$ cat config.mk
export PLATFORM = sky130hd
export DESIGN_NAME = fir4_deconv
export DESIGN_NICKNAME = d
export VERILOG_FILES = /design/src/rtl/fir4_pkg.sv /design/src/rtl/fir4_hist.sv /design/src/rtl/fir4_deconv.sv
export SDC_FILE = /design/constraint.sdc
export NUM_CORES = 1
export LEC_CHECK = 0
export ABC_AREA = 1
export CAP_MARGIN = 0
export CORE_MARGIN = 2
export CORE_UTILIZATION = 50
export DETAILED_ROUTE_END_ITERATION = 6
export PLACE_DENSITY = 0.76
export SLEW_MARGIN = 20
export SYNTH_ARGS = -nofsm -noshare
export SYNTH_HDL_FRONTEND = slang
export SYNTH_SLANG_ARGS = --single-unit
$ cat constraint.sdc
create_clock -name clk -period 6 [get_ports clk]
set_input_delay 1.2 -clock clk [delete_from_list [all_inputs] [get_ports clk]]
set_output_delay 1.2 -clock clk [all_outputs]
set_load 0.005 [all_outputs]
$ cat src/rtl/fir4_pkg.sv
// Shared definitions for the 4-tap smoothing encoder/decoder pair:
// default widths, encoder tap weights and the decoder state encoding.
package fir4_pkg;

  localparam int XW_DEF = 4;
  localparam int YW_DEF = XW_DEF + 3;

  // y[n] = TAP0*x[n] + TAP1*x[n-1] + TAP2*x[n-2] + TAP3*x[n-3]
  localparam int TAP0 = 2;
  localparam int TAP1 = 1;
  localparam int TAP2 = 1;
  localparam int TAP3 = 1;

  typedef enum logic {
    RUN = 1'b0,
    ERR = 1'b1
  } dec_state_e;

endpackage

$ cat src/rtl/fir4_hist.sv
// Three-deep history of reconstructed samples with shift enable, sync clear
// and the running sum s = h1 + h2 + h3.
module fir4_hist #(
  parameter int XW = 4
) (
  input  logic          clk,
  input  logic          clr,
  input  logic          shift,
  input  logic [XW-1:0] d,
  output logic [XW+1:0] s
);

  logic [XW-1:0] h1_p1, h2_p1, h3_p1;

  always_ff @(posedge clk) begin
    if (clr) begin
      h1_p1 <= '0;
      h2_p1 <= '0;
      h3_p1 <= '0;
    end else if (shift) begin
      h3_p1 <= h2_p1;
      h2_p1 <= h1_p1;
      h1_p1 <= d;
    end
  end

  assign s = {2'b00, h1_p1} + {2'b00, h2_p1} + {2'b00, h3_p1};

endmodule

$ cat src/rtl/fir4_deconv.sv
// Receive-side inverse of the 4-tap smoothing encoder: recovers x from y using
// its own reconstructed history, flags undecodable samples with a sticky error.
module fir4_deconv
  import fir4_pkg::*;
#(
  parameter int XW   = XW_DEF,
  parameter int YW   = XW + 3,
  parameter int CNTW = 16
) (
  input  logic            clk,
  input  logic            rst,
  input  logic [YW-1:0]   y,
  input  logic            y_valid,
  output logic            y_ready,
  input  logic            resync,
  output logic [XW-1:0]   x,
  output logic            x_valid,
  input  logic            x_ready,
  output logic            err,
  output logic [CNTW-1:0] dec_cnt
);

  localparam logic signed [YW:0] X_MAX = {{(YW + 1 - XW){1'b0}}, {XW{1'b1}}};

  // A residual is decodable only if it is non-negative, even, and halves into range.
  function automatic logic is_legal(input logic signed [YW:0] r);
    logic signed [YW:0] half;
    half = r >>> 1;
    return !r[YW] && !r[0] && (half <= X_MAX);
  endfunction

  dec_state_e        state_p1, state_nx;
  logic              vld_p1, vld_nx;
  logic              err_p1, err_nx;
  logic [XW-1:0]     x_p1;
  logic [CNTW-1:0]   cnt_p1;
  logic [XW+1:0]     s_sum;
  logic signed [YW:0] r_p0;
  logic              legal_p0;
  logic              y_xfer;
  logic              x_ld;
  logic              hist_shift;

  // Stage 0: combinational decode of the accepted sample
  assign y_ready  = (state_p1 == ERR) | ~vld_p1 | x_ready;
  assign y_xfer   = y_valid & y_ready;
  assign r_p0     = $signed({1'b0, y}) - $signed({{(YW - XW - 1){1'b0}}, s_sum});
  assign legal_p0 = is_legal(r_p0);

  fir4_hist #(.XW(XW)) u_hist (
    .clk   (clk),
    .clr   (rst | resync),
    .shift (hist_shift),
    .d     (r_p0[XW:1]),
    .s     (s_sum)
  );

  always_comb begin
    state_nx   = state_p1;
    vld_nx     = vld_p1 & ~x_ready;
    err_nx     = err_p1;
    x_ld       = 1'b0;
    hist_shift = 1'b0;
    if (resync) begin
      state_nx = RUN;
      vld_nx   = 1'b0;
      err_nx   = 1'b0;
    end else if (y_xfer && state_p1 == RUN) begin
      if (legal_p0) begin
        x_ld       = 1'b1;
        vld_nx     = 1'b1;
        hist_shift = 1'b1;
      end else begin
        state_nx = ERR;
        err_nx   = 1'b1;
        vld_nx   = 1'b0;
      end
    end
  end

  // Stage 1: registered output, state and delivered-sample counter
  always_ff @(posedge clk) begin
    if (rst) begin
      state_p1 <= RUN;
      vld_p1   <= 1'b0;
      err_p1   <= 1'b0;
      x_p1     <= '0;
      cnt_p1   <= '0;
    end else begin
      state_p1 <= state_nx;
      vld_p1   <= vld_nx;
      err_p1   <= err_nx;
      if (x_ld) x_p1 <= r_p0[XW:1];
      if (vld_p1 && x_ready) cnt_p1 <= cnt_p1 + 1'b1;
    end
  end

  assign x       = x_p1;
  assign x_valid = vld_p1;
  assign err     = err_p1;
  assign dec_cnt = cnt_p1;

endmodule
==> impl_results.md, run 1 <==
* Post-Syn Area per Cell at a little over 7 sq um
* Detailed Route WL at 4.13 mm
* Max Fclk at between 200 and 300 MHz
* Post-Place Setup Slack at 2.31 ns
* Ys flop type: dfxtp_1
* Post-synthesis sequential area ratio at 33.5%
* Count leader, synth: nand2_1
* Die width at 67.8 microns
* Fin nets at 352
* Routed length on met2 at around 1.9 mm
* Detail Route Antenna Nets at 0
* Critical path required time at 6.17 ns
* Top cells by area, synth: dfxtp_1 33%, nand2_1 12%, ha_1 10%, inv_1 7.8%, a21oi_1 6.4%
* Critical Path AT at approximately 3.9 ns
* Drt wl/cell at 11.1 microns
* Flop pwr share at about half
* Vias in the first global route at 1654
* CP Cell Sequence: ha_1, inv_1, fa_1, xnor2_1, ha_1, nand2_1, nor2_1, a211oi_1, nor2_1, o21ai_0, ha_1, nand2_1, clkinv_1, nand2_1, nand3_1, nand2_1, nand3_2, nor2_8, nand3_4, inv_2, a21oi_1
* Clock skew at between 0.006 and 0.007 ns
* HPWL after DPL at 3.26 mm
* Clock tree buffer depth at 2
* Critical path type: reg2reg
* Initial DRC Count at 94
* Global Route Usage Sum at 20.5%
* Crit share post-route at 61.8%
* CP bufs+invs at 3
* Pre-Repair DR Iteration Count at 5
* Number of antenna violations at the first check in global routing at 0
* Count of input and output buffers at 34
* Die area at 0.00459 sq mm
* CTS H-tree lvls at 2
* Final hold viol count at 0
* Library cells used by synthesis at 29
* Least-Margin Pin Slew at 0.618 ns
* RSZ-0062 raised after global routing: no
* Total clock sinks at 34
* EDFF count, synth at 0
* Core Rows at 23
* M1 wire length at 1.99 mm
* Cell taking the most area after synthesis: dfxtp_1
* Synth-to-layout area growth at 23.4%
* Number of I/O pins at 35
* Initial Util at 51.6%
* CTS clk-pin slew, worst paths at 0.07 ns
* First-pass GRT wire length at 7.11 mm
* Root buf cell: clkbuf_8
* Slew Limit Fails at 0
* P per Cell Area at 184 mW/mm^2
* Mean number of vias per cell at 4.87
* Setup tns final at 0 ns
* Critical path peak fanout at 12
* Gate power share at 13.5%
* Chip Height at 67.8 microns
* Crit path capture type: flip-flop
* Overflow after GRT at 0
* Switching pwr at 114 uW
* GPL Wtd Cong at 0.910
* DR top layer: met4
* Post_cts resized at 0
* Post-synth top cells: 67 x nand2_1, 42 x inv_1, 34 x dfxtp_1
* Post-synth top area share at 33.5%
* # setup viols final at 0
* Synth Net Count at around 310
* Rel. slew slack at 58.6%
* Post-CTS Setup Bufs at 0
* Crit path max-delay family: adder cells
* Status: finished, final reports clean
* Hold_ws at between 0.4 and 0.5 ns
* Number of synthesis warnings at 0
* Number of fillers in the final layout at 340
* Fin crit period at 3.71 ns
* Clock power share at 36.6%
* Pint at between 300 and 400 uW
* Sw frac at about a quarter
* Via count at 1808
* Core area at 0.00394 sq mm
* Crit-path slowest cell: fa_1
* Layout cell share with drive strength beyond 1 at 6.23%
* Crit start category: flip-flop
* Skew-Pair Late Insertion Delay at 0.28 ns
* Seq cells post-synth at 34
* Mapped cell area at 0.00203 sq mm
* Largest net degree at the start of global routing at 13
* Setup ws final at approximately 2.3 ns
* MaxCap Viol Count at 0
* Maximum VDD drop at 0.170 mV
* Number of antenna diodes at 0
* CTS tree: built
* CP max stage delay at 0.39 ns
* Async set-reset flop share out of synthesis at 0%
* Top cell by count, worst path: nand2_1
* Hold Path Class: reg2reg
* Post-CTS Hold Fix Bufs at 0
* Cts bufs inserted at 5
* Met3 wire len at 167 microns
* Static Leakage at between 0.001 and 0.0015 uW
* Syn Inst Count at approximately 280
* Drt drc at 0
==> power groups by stage <==
stage	clock network [uW]	logic [uW]	registers (uW)
final	169	62.3	230
after global routing	183	71.9	231
after CTS	175	62.7	230
after detailed placement	0	62.3	235
after global placement	0	61.8	235
after floorplan	0	43.7	235
==> cell families after synthesis <==
group | Yosys count | synth area share (%)
xor gates and xnor gates | 11 | 4.74
AOI/OAI and AO/OA | 39 | 10.3
adders and majority gates | 20 | 13.4
and+or+nand+nor | 130 | 28.9
DFF | 34 | 33.5
buffers and inverters | 48 | 9.23
==> registers in the layout, indices dropped and copies added (netlist names) <==
register / flops
dec_cnt: 16
u_hist.h1_p1: 4
u_hist.h2_p1: 4
u_hist.h3_p1: 4
x: 4
err: 1
x_valid: 1
==> path summary, 6_finish.rpt <==
kind | to | cells after the start | slack [ns] | from
hold reg to reg | x[1] | 2 | 0.47 | x[1]
setup / recovery | u_hist.h2_p1[1] | 21 | 2.29 | u_hist.h1_p1[0]
setup reg to reg | u_hist.h2_p1[1] | 21 | 2.29 | u_hist.h1_p1[0]
hold / removal | x[1] | 2 | 0.47 | x[1]
==> final cells by class <==
class                      instances  area, sq um  share of cell area [%]
clock buffer                       7         86.3                    3.44
clock inverter                     1         5.00                   0.200
inverter                          45          169                    6.73
multi-input combinational        200         1160                    46.4
sequential                        34          681                    27.1
tap                               50         62.6                    2.49
timing repair buffer              34          340                    13.6
==> layout by cell type (no fill, tap or decap), types with 2 or more instances in the layout <==
cell type | netlist | final
clkdlybuf4s50_1 | 0 | 34
nor2_1 | 32 | 32
clkbuf_8 | 0 | 6
a21oi_1 | 26 | 26
inv_1 | 42 | 42
or2_1 | 2 | 2
nand2_1 | 67 | 67
fa_1 | 3 | 3
xor2_1 | 7 | 7
nor3_1 | 2 | 2
nand4_1 | 7 | 7
xnor2_1 | 4 | 4
o21ai_0 | 9 | 9
dfxtp_1 | 34 | 34
nand3_1 | 9 | 9
nor2_2 | 5 | 5
inv_2 | 2 | 2
ha_1 | 17 | 17
==> worst min-delay path: cells and delay by family (launching register included) <==
kind            cells  cell delay [ns]
compound gates      1             0.05
simple gates        1             0.06
flops               1             0.31
==> routing by layer <==
| layer | vias to the layer above | GRT usage (%) |
|---|---|---|
| li1 | 964 | - |
| met1 | 803 | 27.4 |
| met5 | - | 0 |
| met2 | 34 | 32.7 |
| met4 | 0 | 5.75 |
| met3 | 7 | 5.33 |
==> per-stage QoR <==
stage,instance area (sq um),utilization (%),total power [uW],std cells
floorplan,2030,-,279,282
global placement,2420,61.3,297,363
detailed placement,2420,61.3,298,363
CTS,2510,63.6,468,371
global route,2510,63.6,486,371
finish,2510,63.6,462,371
Power figures use the tool's default switching activity.
==> run 2, diff against run 1 <==
==> constraint.sdc (replaced) <==
create_clock -name clk -period 3.8 [get_ports clk]
set_input_delay 0.76 -clock clk [delete_from_list [all_inputs] [get_ports clk]]
set_output_delay 0.76 -clock clk [all_outputs]
set_load 0.005 [all_outputs]
==> run 2 against run 1 <==
  * Non-clock buffer count did not move
  * Largest power group unchanged
  * Critical path depth did not move
  * Count of clock-buffer cells in the layout did not move
  * Fmax rose by 5.0%
==> impl_results.md, run 2 (synthesis results as in run 1) <==
* Clock skew at 0.00928 ns
* Max reg flops at 16
* Chip Height at 67.8 microns
* Met1 usage at 28.2%
* Switching pwr at 191 uW
* Gate power share at between 10 and 15%
* Cts bufs inserted at 5
* Layout cell share with drive strength beyond 1 at 9.01%
* Count of input and output buffers at 34
* GPL Wtd Cong at 0.877
* Maximum VDD drop at around 0.25 mV
* Max Fclk at 283 MHz
* R2R Path End: u_hist.h2_p1[0]
* Sw frac at between 20% and 30%
* Initial DRC Count at 68
* Slew Limit Fails at 0
* Root buf cell: clkbuf_8
* Worst reg2reg path startpoint: u_hist.h2_p1[0]
* First-pass GRT wire length at 7.20 mm
* Final Non-Filler Cells at 372
* Clock tree buffer depth at 2
* GRT met3 Usage at around 6%
* Post-Place Setup Slack at between 0.03 and 0.04 ns
* Critical Path AT at between 3 and 4 ns
* Crit path capture type: flip-flop
* Crit share post-route at 93.0%
* Skew-Pair Late Insertion Delay at slightly below 0.3 ns
* Flop-to-flop setup slack at 0.27 ns
* CTS clk-pin slew, worst paths at 0.06 ns
* Most common cell after layout, fill and taps aside: nand2_1
* Number of fillers in the final layout at 334
* GRT met2 Usage at 32.6%
* Pre-Repair DR Iteration Count at 4
* Final hold viol count at 0
* Status: finished, final reports clean
* Number of I/O pins at 35
* Drt wl/cell at 11.7 microns
* Largest net degree at the start of global routing at 13
* Most frequent cells in the layout: 67 x nand2_1, 42 x inv_1, 34 x clkdlybuf4s50_1, 33 x dfxtp_1, 32 x nor2_1
* Placed insts at 363
* Synth-to-layout area growth at 26.6%
* Flop pwr share at approximately 49%
* Global Route Usage Sum at about a fifth
* Hold Path Class: reg2reg
* Post_cts resized at 0
* Hold path startpoint: x[2]
* Setup ws final at 0.266 ns
* Critical path origin: u_hist.h2_p1[0]
* Static Leakage at between 0.001 and 0.0015 uW
* Rel. slew slack at 41.6%
* Fin crit period at 3.53 ns
* Fin nets at 353
* Number of antenna diodes at 0
* Critical path peak fanout at 7
* Via count at 1834
* MaxCap Viol Count at 0
* Number of antenna violations at the first check in global routing at 0
* HPWL after DPL at about 3.3 mm
* Critical path required time at a little under 4 ns
* P per Cell Area at 288 mW/mm^2
* CTS tree: built
* Die width at 67.8 microns
* Core area at 0.00394 sq mm
* # setup viols final at 0
* Critical Path End: u_hist.h2_p1[0]
* Clock power share at 36.9%
* Drt drc at 0
* Most Crowded Layer GR: met2
* Initial Util at about half
* Setup tns final at 0 ns
* CTS H-tree lvls at 2
* Least-Margin Pin Slew at 0.874 ns
* Hold_ws at 0.475 ns
* Mean number of vias per cell at 4.93
* Critical path type: reg2reg
* Post-CTS Setup Bufs at 0
* Post-CTS Hold Fix Bufs at 0
* Total clock sinks at 34
* Detail Route Antenna Nets at 0
* Die area at 0.00459 sq mm
* Vias in the first global route at about 1.7k
* Core Rows at 23
* Worst r2r path cells at 21
* Crit start category: flip-flop
* Overflow after GRT at 0
* Pint at between 500 and 600 uW
* Detailed Route WL at approximately 4.3 mm
[run 2: how the worst min path moves through the flow]
| stage | cells after the start | slack, ns | endpoint |
|---|---|---|---|
| after floorplan | 2 | 0.45 | u_hist.h3_p1[0] |
| after global placement | 2 | 0.46 | x[3] |
| after detailed placement | 2 | 0.46 | x[0] |
| after CTS | 2 | 0.48 | x[0] |
| after global routing | 2 | 0.50 | x[0] |
| final | 2 | 0.48 | x[2] |
[run 2: power groups by stage]
stage / Sequential (uW) / Clock (uW) / Combinational [uW]
2_1_floorplan: 371 / 0 / 69.0
3_3_place_gp: 372 / 0 / 97.8
3_5_place_dp: 372 / 0 / 98.4
4_1_cts: 364 / 277 / 99.3
5_1_grt: 364 / 295 / 119
6_report: 364 / 274 / 105
[run 2: critical path, stage by stage (launching register included)]
cell and delay, ns:
dfxtp_1 0.34, ha_1 0.18, inv_1 0.06, fa_2 0.54, inv_1 0.05, ha_1 0.27
nand2_1 0.06, nor2_1 0.04, a211oi_2 0.25, nor2_1 0.09, o21ai_2 0.21, ha_4 0.23
nand2_1 0.08, clkinv_1 0.08, nand2_1 0.07, nand3_1 0.07, nand2_1 0.07, nand3_2 0.12
nor2_8 0.22, nand3_2 0.18, nor2_2 0.14, nor2_1 0.06
[run 2: metal layers]
layer	up-vias	wire (microns)
li1	974	-
met1	813	2070
met2	39	1980
met3	8	239
met4	0	59
met5	-	0
[run 2: cell type report]
cell class                 instances  area (sq um)  area share (%)
tap                               50          62.6            2.43
multi-input combinational        201          1230            47.7
clock buffer                       7          86.3            3.35
sequential                        34           682            26.5
clock inverter                     1          5.00           0.194
inverter                          45           169            6.56
timing repair buffer              34           340            13.2
[run 2: metrics by stage]
stage | util (%) | total power [uW] | cell area (sq um)
final | 65.3 | 742 | 2570
after global routing | 65.3 | 778 | 2570
after CTS | 63.6 | 740 | 2510
after detailed placement | 61.3 | 470 | 2420
after global placement | 61.3 | 469 | 2420
after floorplan | - | 440 | 2030
